$ cat config.mk
export PLATFORM = sky130hd
export DESIGN_NAME = parking_sensor_array
export DESIGN_NICKNAME = d
export VERILOG_FILES = /design/src/rtl/parking_pkg.sv /design/src/rtl/sensor_debounce.sv /design/src/rtl/parking_sensor_array.sv
export SDC_FILE = /design/constraint.sdc
export NUM_CORES = 1
export LEC_CHECK = 0
export CAP_MARGIN = 20
export CORE_ASPECT_RATIO = 0.7
export CORE_UTILIZATION = 50
export DETAILED_ROUTE_END_ITERATION = 10
export DONT_BUFFER_PORTS = 1
export PLACE_DENSITY = 0.7
export SLEW_MARGIN = 0
export SYNTH_ARGS = -nofsm -noshare
export SYNTH_HDL_FRONTEND = slang
export SYNTH_SLANG_ARGS = --single-unit
export TNS_END_PERCENT = 100
$ cat constraint.sdc
create_clock -name clk -period 6.7 [get_ports clk]
set_input_delay 0.67 -clock clk [delete_from_list [all_inputs] [get_ports clk]]
set_output_delay 0.67 -clock clk [all_outputs]
set_load 0.02 [all_outputs]
$ cat src/rtl/parking_pkg.sv
// rtl/parking_pkg.sv - shared constants, occupancy type and popcount helper
package parking_pkg;

  localparam int MAX_SPACES             = 8;
  localparam int DEFAULT_DEBOUNCE_TICKS = 4;

  typedef enum logic {
    FREE     = 1'b0,
    OCCUPIED = 1'b1
  } occ_e;

  // Number of occupied spaces in a full-width occupancy vector.
  function automatic int unsigned popcount(input logic [MAX_SPACES-1:0] v);
    int unsigned n;
    n = 0;
    for (int i = 0; i < MAX_SPACES; i++) begin
      if (v[i]) n++;
    end
    return n;
  endfunction

endpackage

$ cat src/rtl/sensor_debounce.sv
// rtl/sensor_debounce.sv - one channel: synchroniser, polarity, debounce, events
module sensor_debounce
  import parking_pkg::*;
#(
  parameter int DEBOUNCE_TICKS = DEFAULT_DEBOUNCE_TICKS,
  parameter bit ACTIVE_HIGH    = 1'b1
) (
  input  logic clk,
  input  logic rst_n,
  input  logic sample_tick,
  input  logic pin,
  output logic parked,
  output logic arrive,
  output logic depart
);

  localparam int            CW       = $clog2(DEBOUNCE_TICKS + 1);
  localparam logic [CW-1:0] LAST     = CW'(DEBOUNCE_TICKS - 1);
  // Sync flops come out of reset at the "free" pin level so release is quiet.
  localparam logic          IDLE_PIN = ACTIVE_HIGH ? 1'b0 : 1'b1;

  logic          sync1;
  logic          sync2;
  occ_e          level;
  occ_e          state;
  logic [CW-1:0] cnt;

  // Two-flop synchroniser for the asynchronous sensor pin.
  always_ff @(posedge clk or negedge rst_n) begin
    if (!rst_n) begin
      sync1 <= IDLE_PIN;
      sync2 <= IDLE_PIN;
    end else begin
      sync1 <= pin;
      sync2 <= sync1;
    end
  end

  assign level = occ_e'(ACTIVE_HIGH ? sync2 : ~sync2);

  // Accept a new level only after it disagrees with the current state for
  // DEBOUNCE_TICKS consecutive ticks; any agreement restarts qualification.
  always_ff @(posedge clk or negedge rst_n) begin
    if (!rst_n) begin
      state  <= FREE;
      cnt    <= '0;
      arrive <= 1'b0;
      depart <= 1'b0;
    end else begin
      arrive <= 1'b0;
      depart <= 1'b0;
      if (level == state) begin
        cnt <= '0;
      end else if (sample_tick) begin
        if (cnt == LAST) begin
          state  <= level;
          cnt    <= '0;
          arrive <= (level == OCCUPIED);
          depart <= (level == FREE);
        end else begin
          cnt <= cnt + 1'b1;
        end
      end
    end
  end

  assign parked = (state == OCCUPIED);

endmodule

$ cat src/rtl/parking_sensor_array.sv
// rtl/parking_sensor_array.sv - N_CH debounced parking sensors with occupied count
module parking_sensor_array
  import parking_pkg::*;
#(
  parameter int N_CH           = 8,
  parameter int DEBOUNCE_TICKS = DEFAULT_DEBOUNCE_TICKS,
  parameter bit ACTIVE_HIGH    = 1'b1,
  parameter int CNT_W          = $clog2(N_CH + 1)
) (
  input  logic             clk,
  input  logic             rst_n,
  input  logic             sample_tick,
  input  logic [N_CH-1:0]  JA,
  output logic [N_CH-1:0]  parked,
  output logic [N_CH-1:0]  arrive,
  output logic [N_CH-1:0]  depart,
  output logic [CNT_W-1:0] occ_count
);

  logic [MAX_SPACES-1:0] parked_wide;

  for (genvar i = 0; i < N_CH; i++) begin : g_ch
    sensor_debounce #(
      .DEBOUNCE_TICKS(DEBOUNCE_TICKS),
      .ACTIVE_HIGH   (ACTIVE_HIGH)
    ) u_deb (
      .clk        (clk),
      .rst_n      (rst_n),
      .sample_tick(sample_tick),
      .pin        (JA[i]),
      .parked     (parked[i]),
      .arrive     (arrive[i]),
      .depart     (depart[i])
    );
  end

  assign parked_wide = MAX_SPACES'(parked);

  // Registered occupied-space count, one cycle behind parked.
  always_ff @(posedge clk or negedge rst_n) begin
    if (!rst_n) begin
      occ_count <= '0;
    end else begin
      occ_count <= CNT_W'(popcount(parked_wide));
    end
  end

endmodule

==> run summary, run 1 <==
The prevailing post-synth register cell was sky130_fd_sc_hd__dfrtp_1. The fraction of layout cells with a size suffix above 1 works out to 0.110. The floorplan step set the die width to 100 µm.

Across the VDD grid, the largest voltage drop is 201 µV. 0 antenna diodes ended up in the layout. The logs give 5140 µm for the final wirelength and 4.44 ns for the critical path data arrival time. The starting utilization of the core area was 0.530; the met1 wire length was 2440 µm. The total global routing overflow was 0. For the pin with the worst max-slew slack, the measured transition is 0.672 ns.

Worst min-delay path category: input port to async pin. Once detail routing completed, the nets flagged for antenna violations numbered 0. The first routing iteration left 52 violations. The highest net fanout along the worst path was 7; the number of slew-limit violations in the final report was 0. The run gives 565 as the number of fillers in the final layout. Counting every instance in the synthesized netlist gives 306. The run gives 0 as the number of warnings issued by yosys.

For the aggregate global-route resource usage, the log shows 0.170. By area the synthesized netlist is led by sky130_fd_sc_hd__dfrtp_1, sky130_fd_sc_hd__ha_1, sky130_fd_sc_hd__buf_4. The root buffer cell is sky130_fd_sc_hd__clkbuf_8. The largest total area in the synthesized netlist belongs to sky130_fd_sc_hd__dfrtp_1. The logs give 0 for the final count of hold timing violations and 3440 µm for the detailed placement HPWL. The worst setup path is launched from a flop. For the final-layout worst hold slack, the log shows 0.130 ns. Counting the buffers created by CTS gives 9.

Pin placement for this block handled 39 I/O pins. Setup slack on the worst reg-to-reg path comes out at 2.49 ns. Summing every instance area after synthesis gives 3380 µm².

After synthesis the netlist holds a flip-flop and latch count of 68. The mean post-synth cell area was 11.0 µm². Compared with the post-synthesis result, the final layout area differs by 3.74%. Summing all multi-input logic gate instances after layout gives 1390 µm². Power spread over the standard cell area amounts to 554 nW/µm². The adder and majority cell fraction of the synthesized area is 0.0593.

The flow ran to the end, and the final reports show no timing, DRC or antenna violations. Once layout is complete, the cells apart from fillers number 382. The floorplan has 24 rows.

The largest family of logic cells by synthesized area is simple AND/OR/NAND/NOR gates. The run gives 2 as the number of buffers between clock root and the deepest sink. Setup violations remaining at the end of the flow were counted as 0. The placer's final routability congestion estimate was 0.766. Post-route core utilization: 0.550. In the routed design, unresolved DRC markers number 0.

The run gives 9100 µm as the wire length of the first global-routing pass. Data on the critical path is required at its endpoint by 6.93 ns. Before antenna repair, the detailed router went through 4 iterations. The final critical-path required period works out to 4.21 ns. The tools report the clock latency on the worst-skew pair as 0.35 ns.

Complex-gate fraction of the synthesized area: 0.0604. The worst slew slack as a fraction of its limit is 0.552. The final period utilization was 0.629; the number of synthesized flops with an enable pin was 0. The detailed-routed wire length on met3 is 296 µm, and the initial antenna violation count is 0. The xor/xnor cell area share of the yosys netlist is 0.0860, and the per-cell routed wire length is 13.5 µm. After clock tree synthesis, the setup repair step added 0 buffers. Setup repair after global routing left no endpoint under its margin. Max-cap violations in this run came to 0. The share of async-settable or async-resettable flops after synthesis is 1.00, and the largest net degree at the start of global routing is 35.

Summed over all nets, wire length on met2 after detailed routing comes to 2300 µm. The simple-gate area share of the yosys netlist came out at 0.162. The tools report the number of global-route vias before repair as 1923. The worst path meets setup with 2.49 ns of slack. The critical path is of the flop to flop type. After clock tree synthesis, the flow added hold-fix buffers numbering 2. The number of placed instances, taps included, is 362. The floorplan core area is 6370 µm², and the total die area is 7090 µm².

For this run, the top clock speed supported by timing is 0.237 GHz. Area share of the largest cell type after synthesis: 0.504. The via density per instance was 5.14.

Summed over all cells, the static leakage comes to 0.00161 µW. Highest metal layer used by the detailed router: met4. After synthesis, the netlist uses 46 different library cells. The run gives 2.52 ns as the pre-CTS worst setup slack.

TritonCTS built the clock tree. For the final database, setup skew stands at 0.00830 ns. Area used by sequential logic in the layout: 1700 µm². For the final-layout setup total negative slack, the log shows 0 ns. The CTS sink count came out at 68.

Detailed routing inserted a total of 1965 vias. Clock-pin slew was measured on the worst setup and hold paths at 0.06 ns. The number of nets in the synthesized netlist is 333. The post-synthesis mux area share is 0.0434. The tools report the H-tree depth as 3.

The run gives 313 as the final layout net count. In this run the tool buffered the top-level ports with 0 buffer cells. The die extent in y was 70.7 µm; the part of the Yosys area used for sequential elements was 0.504. The number of gates resized after CTS was 0. The worst setup path is captured at a flop.
## layout make-up
| type | count | area share |
|---|---|---|
| sequential | 68 | 0.486 |
| tap | 91 | 0.0325 |
| clock buffer | 12 | 0.0443 |
| timing repair buffer | 4 | 0.0171 |
| multi-input combinational | 193 | 0.396 |
| inverter | 10 | 0.0107 |
| clock inverter | 4 | 0.0136 |
## flip-flops by register name, indices dropped and copies added, names as in the netlist
name and cells:
g_ch.u_deb.sync1 8, g_ch.u_deb.arrive 8, occ_count 4, g_ch.u_deb.parked 8, g_ch.u_deb.cnt 24, g_ch.u_deb.level 8
g_ch.u_deb.depart 8
## worst max-delay path, cell delays in order (launching register included)
cell	delay (ns)
sky130_fd_sc_hd__dfrtp_1	0.54
sky130_fd_sc_hd__inv_1	0.16
sky130_fd_sc_hd__ha_1	0.43
sky130_fd_sc_hd__xnor2_1	0.38
sky130_fd_sc_hd__inv_1	0.09
sky130_fd_sc_hd__ha_1	0.33
sky130_fd_sc_hd__mux2i_1	0.09
sky130_fd_sc_hd__xor2_1	0.17
sky130_fd_sc_hd__a211oi_1	0.39
sky130_fd_sc_hd__a21o_1	0.19
sky130_fd_sc_hd__o21a_2	0.17
sky130_fd_sc_hd__ha_1	0.23
sky130_fd_sc_hd__or2b_1	0.24
sky130_fd_sc_hd__o21a_1	0.13
sky130_fd_sc_hd__ha_1	0.30
sky130_fd_sc_hd__mux2_2	0.27
## cell usage after synthesis (7+ instances only)
library cell / number
sky130_fd_sc_hd__a21oi_1: 17
sky130_fd_sc_hd__and3_1: 7
sky130_fd_sc_hd__buf_4: 24
sky130_fd_sc_hd__dfrtp_1: 68
sky130_fd_sc_hd__ha_1: 16
sky130_fd_sc_hd__inv_1: 9
sky130_fd_sc_hd__mux2i_1: 9
sky130_fd_sc_hd__nand2_1: 25
sky130_fd_sc_hd__nand2b_1: 14
sky130_fd_sc_hd__nor2_1: 24
sky130_fd_sc_hd__nor4b_1: 7
sky130_fd_sc_hd__xnor2_1: 17
## stage by stage
stage	instance area [µm²]	power [µW]
2_1_floorplan	3380	1480
3_3_place_gp	3240	1560
3_5_place_dp	3240	1600
4_1_cts	3470	1960
5_1_grt	3500	2110
6_report	3500	1940
## power by group
group	leakage, µW	switching, µW	total [µW]	internal (µW)
Combinational	0.000625	492	961	469
Clock	0.000102	146	337	191
Sequential	0.000879	148	643	495
## cell families (layout without fill, tap and decap cells)
logic type / after synthesis / after routing
AOI/OAI and AO/OA: 33 / 33
xor gates and xnor gates: 27 / 27
adders and majority gates: 16 / 16
buffers and inverters: 45 / 30
DFF: 68 / 68
muxes: 14 / 14
and+or+nand+nor: 103 / 103
## cell usage in the layout (no fill, tap or decap), types with 2 or more instances in the layout
| cell type | instances |
|---|---|
| sky130_fd_sc_hd__dfrtp_1 | 68 |
| sky130_fd_sc_hd__nand2_1 | 25 |
| sky130_fd_sc_hd__nor2_1 | 24 |
| sky130_fd_sc_hd__a21oi_1 | 17 |
| sky130_fd_sc_hd__xnor2_1 | 17 |
| sky130_fd_sc_hd__ha_1 | 16 |
| sky130_fd_sc_hd__nand2b_1 | 14 |
| sky130_fd_sc_hd__clkbuf_8 | 11 |
| sky130_fd_sc_hd__inv_1 | 9 |
| sky130_fd_sc_hd__mux2i_1 | 9 |
| sky130_fd_sc_hd__and3_1 | 7 |
| sky130_fd_sc_hd__nor4b_1 | 7 |
| sky130_fd_sc_hd__nand3_1 | 6 |
| sky130_fd_sc_hd__nand3b_1 | 6 |
| sky130_fd_sc_hd__mux2_2 | 5 |
| sky130_fd_sc_hd__xnor2_2 | 4 |
| sky130_fd_sc_hd__xor2_1 | 4 |
| sky130_fd_sc_hd__nor4_1 | 4 |
| sky130_fd_sc_hd__o21ai_0 | 4 |
| sky130_fd_sc_hd__a211oi_1 | 2 |
| sky130_fd_sc_hd__and2_1 | 2 |
| sky130_fd_sc_hd__nor3_1 | 2 |
| sky130_fd_sc_hd__clkinv_2 | 2 |
| sky130_fd_sc_hd__buf_12 | 2 |
| sky130_fd_sc_hd__dlygate4sd3_1 | 2 |
## worst paths after layout
path                                       from                    to  cells after the start
max                        g_ch[0].u_deb.parked          occ_count[1]                     15
min                                       rst_n          occ_count[1]                      1
max reg2reg                g_ch[0].u_deb.parked          occ_count[1]                     15
min reg2reg                 g_ch[4].u_deb.sync1   g_ch[4].u_deb.level                      0
max in group asynchronous                 rst_n  g_ch[0].u_deb.arrive                      1
min in group clk                          JA[7]   g_ch[7].u_deb.sync1                      0
## per-layer routing
metal	global-route usage	vias up
met5	0	-
met4	0.0628	0
met3	0.0751	8
met2	0.257	39
met1	0.219	954
li1	-	964
No activity file was read; power rests on OpenSTA's default activity.
==> run 2, diff against run 1 <==
--- a/config.mk
+++ b/config.mk
@@ -10,7 +10,7 @@
 export CORE_UTILIZATION = 50
 export DETAILED_ROUTE_END_ITERATION = 10
 export DONT_BUFFER_PORTS = 1
-export PLACE_DENSITY = 0.7
+export PLACE_DENSITY = 0.73
 export SLEW_MARGIN = 0
 export SYNTH_ARGS = -nofsm -noshare
 export SYNTH_HDL_FRONTEND = slang
==> constraint.sdc (replaced) <==
create_clock -name clk -period 3.41 [get_ports clk]
set_input_delay 0.341 -clock clk [delete_from_list [all_inputs] [get_ports clk]]
set_output_delay 0.341 -clock clk [all_outputs]
set_load 0.02 [all_outputs]
==> run 2 against run 1 <==
The flow now finishes with violations (setup timing); first-iteration DRC count rose by 63%; clock skew fell by 0.00059 ns; largest power group unchanged; critical path type unchanged; power rose by 140%.
==> run summary, run 2 (synthesis gave the netlist of run 1 again) <==
The number of antenna cells inserted came out at 0 (unchanged). The run gives 0 (unchanged) as the final count of hold timing violations. The flip-flop count of the largest register after layout works out to 24 (unchanged).

Kind of launch point of the worst setup path: a flop (unchanged). Worst slew slack as a fraction of its limit: 0.613 (was 0.552). For the row count, the log shows 24 (unchanged).

The die extent in y works out to 70.7 µm (unchanged). The initial antenna violation count came out at 0 (unchanged). Top library cells by usage in the layout, fill and taps aside: sky130_fd_sc_hd__dfrtp_1, sky130_fd_sc_hd__nand2_1, sky130_fd_sc_hd__nor2_1 (unchanged). The CTS sink count came out at 68 (unchanged).

Number of antenna-violating nets in the routed design: 0 (unchanged). The final period utilization was 1.00 (was 0.629); the clock-pin slew of the registers on the worst-case setup and hold paths was 0.08 ns (was 0.06 ns). Total die area: 7090 µm² (unchanged).

Register containing the most flip-flops in the final layout: g_ch.u_deb.cnt (unchanged). The slew at the pin closest to its max-slew limit came out at 0.581 ns (was 0.672 ns). The run gives 332 (was 313) as the final layout net count. The number of cells traversed by the worst hold path came out at 0.

The tools report the number of slew-limit violations in the final report as 0 (unchanged). The tools report the max-cap violation count as 0 (unchanged). H-tree depth: 3 (unchanged). The tools report the worst-case vdd ir drop as 475 µV (was 201 µV).

The capturing point of the worst reg2reg path was occ_count[1] (unchanged). The via density per instance works out to 5.11 (was 5.14). The run gives 5650 µm (was 5140 µm) as the final wirelength.

The internal reg-to-reg setup slack is -0.02 ns (was 2.49 ns). The tools report the starting utilization of the core area as 0.530 (unchanged). Timing endpoint of the critical path: occ_count[1] (unchanged). The count of unresolved DRC violations after routing was 0 (unchanged). The most repeated library cell on the critical path was sky130_fd_sc_hd__ha_4 (was sky130_fd_sc_hd__ha_1). The critical path endpoint category is a flop (unchanged). Worst flop-to-flop path startpoint: g_ch[1].u_deb.parked (was g_ch[0].u_deb.parked). For the placer's final routability congestion estimate, the log shows 0.751 (was 0.766). The total CTS buffers is 9 (unchanged). The largest net degree at the start of global routing came out at 69 (was 35). Clock skew: 0.00771 ns (was 0.00830 ns).

Root buffer cell: sky130_fd_sc_hd__clkbuf_8 (unchanged). The logs give 0.34 ns (was 0.35 ns) for the clock latency on the worst-skew pair and 85 (was 52) for the number of violations reported at the end of detailed-routing iteration 0. The highest net fanout along the worst path was 5 (was 7). The leading cell type in the layout, fill and taps excluded is sky130_fd_sc_hd__dfrtp_1 (unchanged). The number of top-level design ports was 39 (unchanged); the sum of buffers and inverters on the critical path was 2 (unchanged).

The worst min-delay path category was input port to flop (was input port to async pin). The worst path required time is 3.64 ns (was 6.93 ns). Synthesis-to-finish area growth: 13.4% (was 3.74%).

The post-route core utilization was 0.601 (was 0.550). The checks that failed: setup timing. The via count came out at 2049 (was 1965).

For the number of global-route vias before repair, the log shows 1908 (was 1923). The critical path depth in cells was 15 (unchanged); the first-pass iteration count of the detailed router was 4 (unchanged). The tools report the wire length of the first global-routing pass as 9150 µm (was 9100 µm).

Setup repair after global routing could not meet its margin everywhere. For the aggregate global-route resource usage, the log shows 0.172 (was 0.170). The detailed placement HPWL came out at 3720 µm (was 3440 µm). The family with the most delay on the worst path was adder cells (unchanged). The highest cell delay on the worst timing path is 0.42 ns (was 0.54 ns), and the final-layout setup total negative slack is -0.0163 ns (was 0 ns).

The run gives 0 (unchanged) as the total global routing overflow. The tools report the floorplan core area as 6370 µm² (unchanged). The total of buffers placed on input and output ports is 0 (unchanged), and the top achievable clock speed is 0.292 GHz (was 0.237 GHz). Standard cell with the maximum stage delay on the critical path: sky130_fd_sc_hd__dfrtp_1 (unchanged).

The tools report the critical path launch point as g_ch[1].u_deb.parked (was g_ch[0].u_deb.parked). The run gives 2 (unchanged) as the number of buffers between clock root and the deepest sink. The horizontal die dimension is 100 µm (unchanged). TritonCTS built the clock tree.

The per-cell routed wire length came out at 14.1 µm (was 13.5 µm). The leakage power came out at 0.00174 µW (was 0.00161 µW). In this run the most critical hold path is launched from JA[5]. Final critical-path required period: 3.43 ns (was 4.21 ns).

The fraction of layout cells with a size suffix above 1 works out to 0.213 (was 0.110). The path depth of the worst reg2reg path was 15 (unchanged); the power density over cell area was 1220 nW/µm² (was 554 nW/µm²). The total of endpoints with negative setup slack in the final report came out at 1 (was 0). Type of the setup path with the least slack: flop to flop (unchanged).

Critical path data arrival time: 3.66 ns (was 4.44 ns). Cells along the critical path: inv_2, ha_4, xnor2_4, inv_2, ha_4, nand2_4, a2111oi_4, a211oi_2, a21o_1, o21a_2, ha_4, or2b_1, o21a_1, ha_1, mux2_4 (was inv_1, ha_1, xnor2_1, inv_1, ha_1, mux2i_1, xor2_1, a211oi_1, a21o_1, o21a_2, ha_1, or2b_1, o21a_1, ha_1, mux2_2). The flow ran to the end, but the final reports show violations.

The post-layout worst setup margin is -0.0163 ns (was 2.49 ns).
run 2: cell count changes in the layout (fill, tap and decap cells not counted), sizes merged:
cell | before | now
buf | 2 | 17
bufinv | 1 | 2
dlygate4sd3 | 2 | 6
clkinvlp | 1 | 0
run 2: worst min path at each step:
stage | slack [ns] | endpoint
floorplan | 0.05 | g_ch[0].u_deb.arrive
global placement | 0.05 | g_ch[6].u_deb.sync1
detailed placement | 0.05 | g_ch[6].u_deb.sync1
CTS | 0.001 | g_ch[0].u_deb.sync1
global route | 0.0007 | g_ch[5].u_deb.sync1
finish | 0.02 | g_ch[5].u_deb.sync1
run 2: layout make-up:
cell class	instances	area, µm²
clock buffers	12	165
clock inverters	4	70.1
fillers	521	2540
inverters	10	37.5
multi-input cells	193	1530
flip-flops and latches	68	1700
well taps	91	114
repair buffers	23	211
run 2: stage by stage:
step / setup slack (ns) / std cells / hold WS, ns / power (µW) / instance area (µm²)
3_3_place_gp: 0.0544 / 369 / 0.0468 / 3310 / 3370
4_1_cts: 0.00103 / 390 / 0.00147 / 4320 / 3680
2_1_floorplan: -0.0240 / 306 / 0.0454 / 3120 / 3460
5_1_grt: -0.137 / 401 / 0.000745 / 5020 / 3830
6_report: -0.0163 / 401 / 0.0238 / 4650 / 3830
3_5_place_dp: -0.105 / 369 / 0.0467 / 3430 / 3370
run 2: report_power, final:
group / total [µW] / leakage (µW) / internal (µW) / switching, µW
Clock: 766 / 0.000122 / 469 / 297
Combinational: 2710 / 0.000737 / 1400 / 1310
Sequential: 1180 / 0.000879 / 974 / 205
Total: 4650 / 0.00174 / 2840 / 1810
run 2: worst reg2reg max path, cell delays in order (launching register included):
cell                        delay [ns]
sky130_fd_sc_hd__dfrtp_1          0.42
sky130_fd_sc_hd__inv_2            0.13
sky130_fd_sc_hd__ha_4             0.26
sky130_fd_sc_hd__xnor2_4          0.19
sky130_fd_sc_hd__inv_2            0.06
sky130_fd_sc_hd__ha_4             0.29
sky130_fd_sc_hd__nand2_4          0.06
sky130_fd_sc_hd__a2111oi_4        0.36
sky130_fd_sc_hd__a211oi_2         0.09
sky130_fd_sc_hd__a21o_1           0.20
sky130_fd_sc_hd__o21a_2           0.14
sky130_fd_sc_hd__ha_4             0.20
sky130_fd_sc_hd__or2b_1           0.22
sky130_fd_sc_hd__o21a_1           0.13
sky130_fd_sc_hd__ha_1             0.31
sky130_fd_sc_hd__mux2_4           0.27
run 2: what timing repair did:
item | CTS | global route
resized for setup | 4 | 8
setup endpoints to repair | 1 | 1
hold buffers | 2 | 5
pin swaps | 7 | 11
setup buffers | 3 | 6
endpoints found under the hold margin | 68 | 5
run 2: layer usage:
layer / share of wire / vias to the layer above / track usage / wire [µm]
met4: 0.013 / 0 / 0.0676 / 72
met1: 0.46 / 1014 / 0.231 / 2610
met2: 0.48 / 26 / 0.253 / 2730
li1: - / 1003 / - / -
met5: 0 / - / 0 / 0
met3: 0.043 / 6 / 0.0662 / 245
==> run 3, diff against run 2 <==
--- a/config.mk
+++ b/config.mk
@@ -11,6 +11,7 @@
 export DETAILED_ROUTE_END_ITERATION = 10
 export DONT_BUFFER_PORTS = 1
 export PLACE_DENSITY = 0.73
+export SKIP_CTS_REPAIR_TIMING = 1
 export SLEW_MARGIN = 0
 export SYNTH_ARGS = -nofsm -noshare
 export SYNTH_HDL_FRONTEND = slang
==> run 3 against run 2 <==
The run now ends clean; die area stayed put; clock power is essentially flat; via count shrank 0.63%; largest cell class unchanged; worst hold slack about the same; sequential power hardly changed; count of clock-buffer cells in the layout stayed put; flip-flop and latch count unchanged; first-iteration DRC count up 3.5%; critical path depth grew 2; wire length down 0.65%; fmax grew 0.86%; combinational power down 3%.
==> run summary, run 3 (synthesis gave the netlist of run 1 again) <==
The run finished with clean final reports. The tools report the placer's final routability congestion estimate as 0.751 (unchanged). The tools report the timing endpoint of the critical path as occ_count[1] (unchanged). The clock skew is 0.00552 ns (was 0.00771 ns), and the final count of hold timing violations is 0 (unchanged). The number of buffers between clock root and the deepest sink is 2 (unchanged). The worst path required time is 3.64 ns (about the same). Highest net fanout along the worst path: 4 (was 5). The number of top-level design ports was 39 (unchanged). Leading cell type in the layout, fill and taps excluded: sky130_fd_sc_hd__dfrtp_1 (unchanged).

The tools report the number of antenna-violating nets in the routed design as 0 (unchanged). Critical path launch point: g_ch[0].u_deb.parked (was g_ch[1].u_deb.parked). Instance area after placement: 3370 µm² (unchanged).

The final period utilization works out to 0.996 (was 1.00). The number of violations reported at the end of detailed-routing iteration 0 came out at 88 (was 85). The top achievable clock speed is 0.294 GHz (was 0.292 GHz). Highest metal layer used by the detailed router: met4 (unchanged).

The tools report the final-layout setup total negative slack as 0 ns (was -0.0163 ns). Setup repair after global routing could not meet its margin everywhere. The number of slew-limit violations in the final report was 0 (unchanged); the wire length of the first global-routing pass was 9120 µm (was 9150 µm).

Worst-case vdd ir drop: 510 µV (was 475 µV). TritonCTS built the clock tree. Fraction of layout cells with a size suffix above 1: 0.190 (was 0.213). The power density over cell area works out to 1210 nW/µm² (was 1220 nW/µm²).

The tools report the root buffer cell as sky130_fd_sc_hd__clkbuf_8 (unchanged). Final critical-path required period: 3.40 ns (was 3.43 ns). The total global routing overflow is 0 (unchanged), and the clock latency on the worst-skew pair is 0.34 ns (about the same). The capturing point of the worst reg2reg path was occ_count[1] (unchanged).

For the number of placed instances, taps included, the log shows 369 (unchanged). Top library cells by usage in the layout, fill and taps aside: sky130_fd_sc_hd__dfrtp_1, sky130_fd_sc_hd__nor2_1, sky130_fd_sc_hd__nand2_1 (was sky130_fd_sc_hd__dfrtp_1, sky130_fd_sc_hd__nand2_1, sky130_fd_sc_hd__nor2_1). The path depth of the worst reg2reg path came out at 17 (was 15). The via density per instance was 5.13 (was 5.11).

The final wirelength was 5620 µm (was 5650 µm); the filler-free cell count of the finished design was 397 (was 401). The per-cell routed wire length came out at 14.1 µm (about the same). The tools report the first-pass iteration count of the detailed router as 4 (unchanged). The total of buffers placed on input and output ports was 0 (unchanged).

The logs give 265 µm (was 245 µm) for the detailed-routed wire length on met3 and 0.601 (was 0.613) for the worst slew slack as a fraction of its limit. The final layout net count came out at 328 (was 332). The met1 wire length is 2630 µm (was 2610 µm). The flip-flop count of the largest register after layout came out at 24 (unchanged). The die extent in y works out to 70.7 µm (unchanged). The kind of launch point of the worst setup path was a flop (unchanged). The number of global-route vias before repair is 1898 (was 1908), and the floorplan core area is 6370 µm² (unchanged). The horizontal die dimension works out to 100 µm (unchanged). The logs give 24 (unchanged) for the row count and 0.171 (was 0.172) for the aggregate global-route resource usage.

The H-tree depth is 3 (unchanged). Number of fillers in the final layout: 529 (was 521). The tools report the leakage power as 0.00171 µW (was 0.00174 µW).

The clock-pin slew of the registers on the worst-case setup and hold paths works out to 0.07 ns (was 0.08 ns). The register containing the most flip-flops in the final layout is g_ch.u_deb.cnt (unchanged). The run gives 68 (unchanged) as the CTS sink count. The count of unresolved DRC violations after routing is 0 (unchanged). The starting utilization of the core area was 0.530 (unchanged).

The synthesis-to-finish area growth came out at 11.9% (was 13.4%). Worst flop-to-flop path startpoint: g_ch[0].u_deb.parked (was g_ch[1].u_deb.parked). The tools report the total die area as 7090 µm² (unchanged). Total CTS buffers: 9 (unchanged). The worst min-delay path category was input port to flop (unchanged). The run gives 3.63 ns (was 3.66 ns) as the critical path data arrival time. Type of the setup path with the least slack: flop to flop (unchanged). The initial antenna violation count is 0 (unchanged), and the largest net degree at the start of global routing is 69 (unchanged). Critical path endpoint category: a flop (unchanged). The tools report the via count as 2036 (was 2049). The post-route core utilization was 0.593 (was 0.601); the total of endpoints with negative setup slack in the final report was 0 (was 1). The number of antenna cells inserted is 0 (unchanged), and the slew at the pin closest to its max-slew limit is 0.598 ns (was 0.581 ns). The max-cap violation count was 0 (unchanged); the total non-filler cell area in the finished layout was 3780 µm² (was 3830 µm²).

The tools report the internal reg-to-reg setup slack as 0.01 ns (was -0.02 ns). The met2 routed wirelength was 2650 µm (was 2730 µm). The detailed placement HPWL was 3720 µm (unchanged).
[run 3: cell types whose count changed in the layout (fill, tap and decap cells not counted), sizes merged]
cell and delta:
buf -4
[run 3: power by group]
group	internal, µW	switching, µW
registers	974	202
clock network	469	295
logic	1330	1290
[run 3: worst min path at each step]
stage | startpoint | to | slack [ns] | cells after the start
2_1_floorplan | rst_n | g_ch[0].u_deb.arrive | 0.05 | 0
3_3_place_gp | rst_n | g_ch[6].u_deb.sync1 | 0.05 | 0
3_5_place_dp | rst_n | g_ch[6].u_deb.sync1 | 0.05 | 0
4_1_cts | rst_n | g_ch[0].u_deb.sync1 | -0.33 | 0
5_1_grt | JA[5] | g_ch[5].u_deb.sync1 | 0.0007 | 0
6_report | JA[5] | g_ch[5].u_deb.sync1 | 0.02 | 0
[run 3: routing by layer]
| layer | track usage | up-vias |
|---|---|---|
| met2 | 0.247 | 32 |
| met4 | 0.0676 | 0 |
| met5 | 0 | - |
| met1 | 0.234 | 1002 |
| li1 | - | 996 |
| met3 | 0.0662 | 6 |
[run 3: stage by stage]
stage / hold WS [ns] / power, µW / setup WS [ns]
final: 0.0239 / 4560 / 0.0129
after global routing: 0.000745 / 4910 / -0.127
after CTS: -0.331 / 4200 / -0.117
after detailed placement: 0.0467 / 3430 / -0.105
after global placement: 0.0468 / 3310 / 0.0544
after floorplan: 0.0454 / 3120 / -0.0240
[run 3: cell type report]
type                       instances  area, µm²  share of cell area
multi-input combinational        193       1510               0.400
clock inverter                     4       70.1              0.0186
inverter                          10       37.5             0.00994
clock buffer                      12        165              0.0437
tap                               91        114              0.0302
timing repair buffer              19        178              0.0471
sequential                        68       1700               0.451
[run 3: worst max-delay path: stages (launching register included)]
cell	delay [ns]
sky130_fd_sc_hd__dfrtp_1	0.41
sky130_fd_sc_hd__inv_2	0.10
sky130_fd_sc_hd__ha_4	0.18
sky130_fd_sc_hd__mux2i_2	0.17
sky130_fd_sc_hd__xnor2_1	0.12
sky130_fd_sc_hd__a21oi_1	0.18
sky130_fd_sc_hd__inv_1	0.09
sky130_fd_sc_hd__ha_4	0.28
sky130_fd_sc_hd__a21oi_2	0.05
sky130_fd_sc_hd__o31ai_1	0.06
sky130_fd_sc_hd__o21ai_1	0.11
sky130_fd_sc_hd__xnor2_1	0.22
sky130_fd_sc_hd__o21a_2	0.20
sky130_fd_sc_hd__ha_4	0.20
sky130_fd_sc_hd__or2b_1	0.23
sky130_fd_sc_hd__o21a_1	0.13
sky130_fd_sc_hd__ha_1	0.30
sky130_fd_sc_hd__mux2_4	0.26
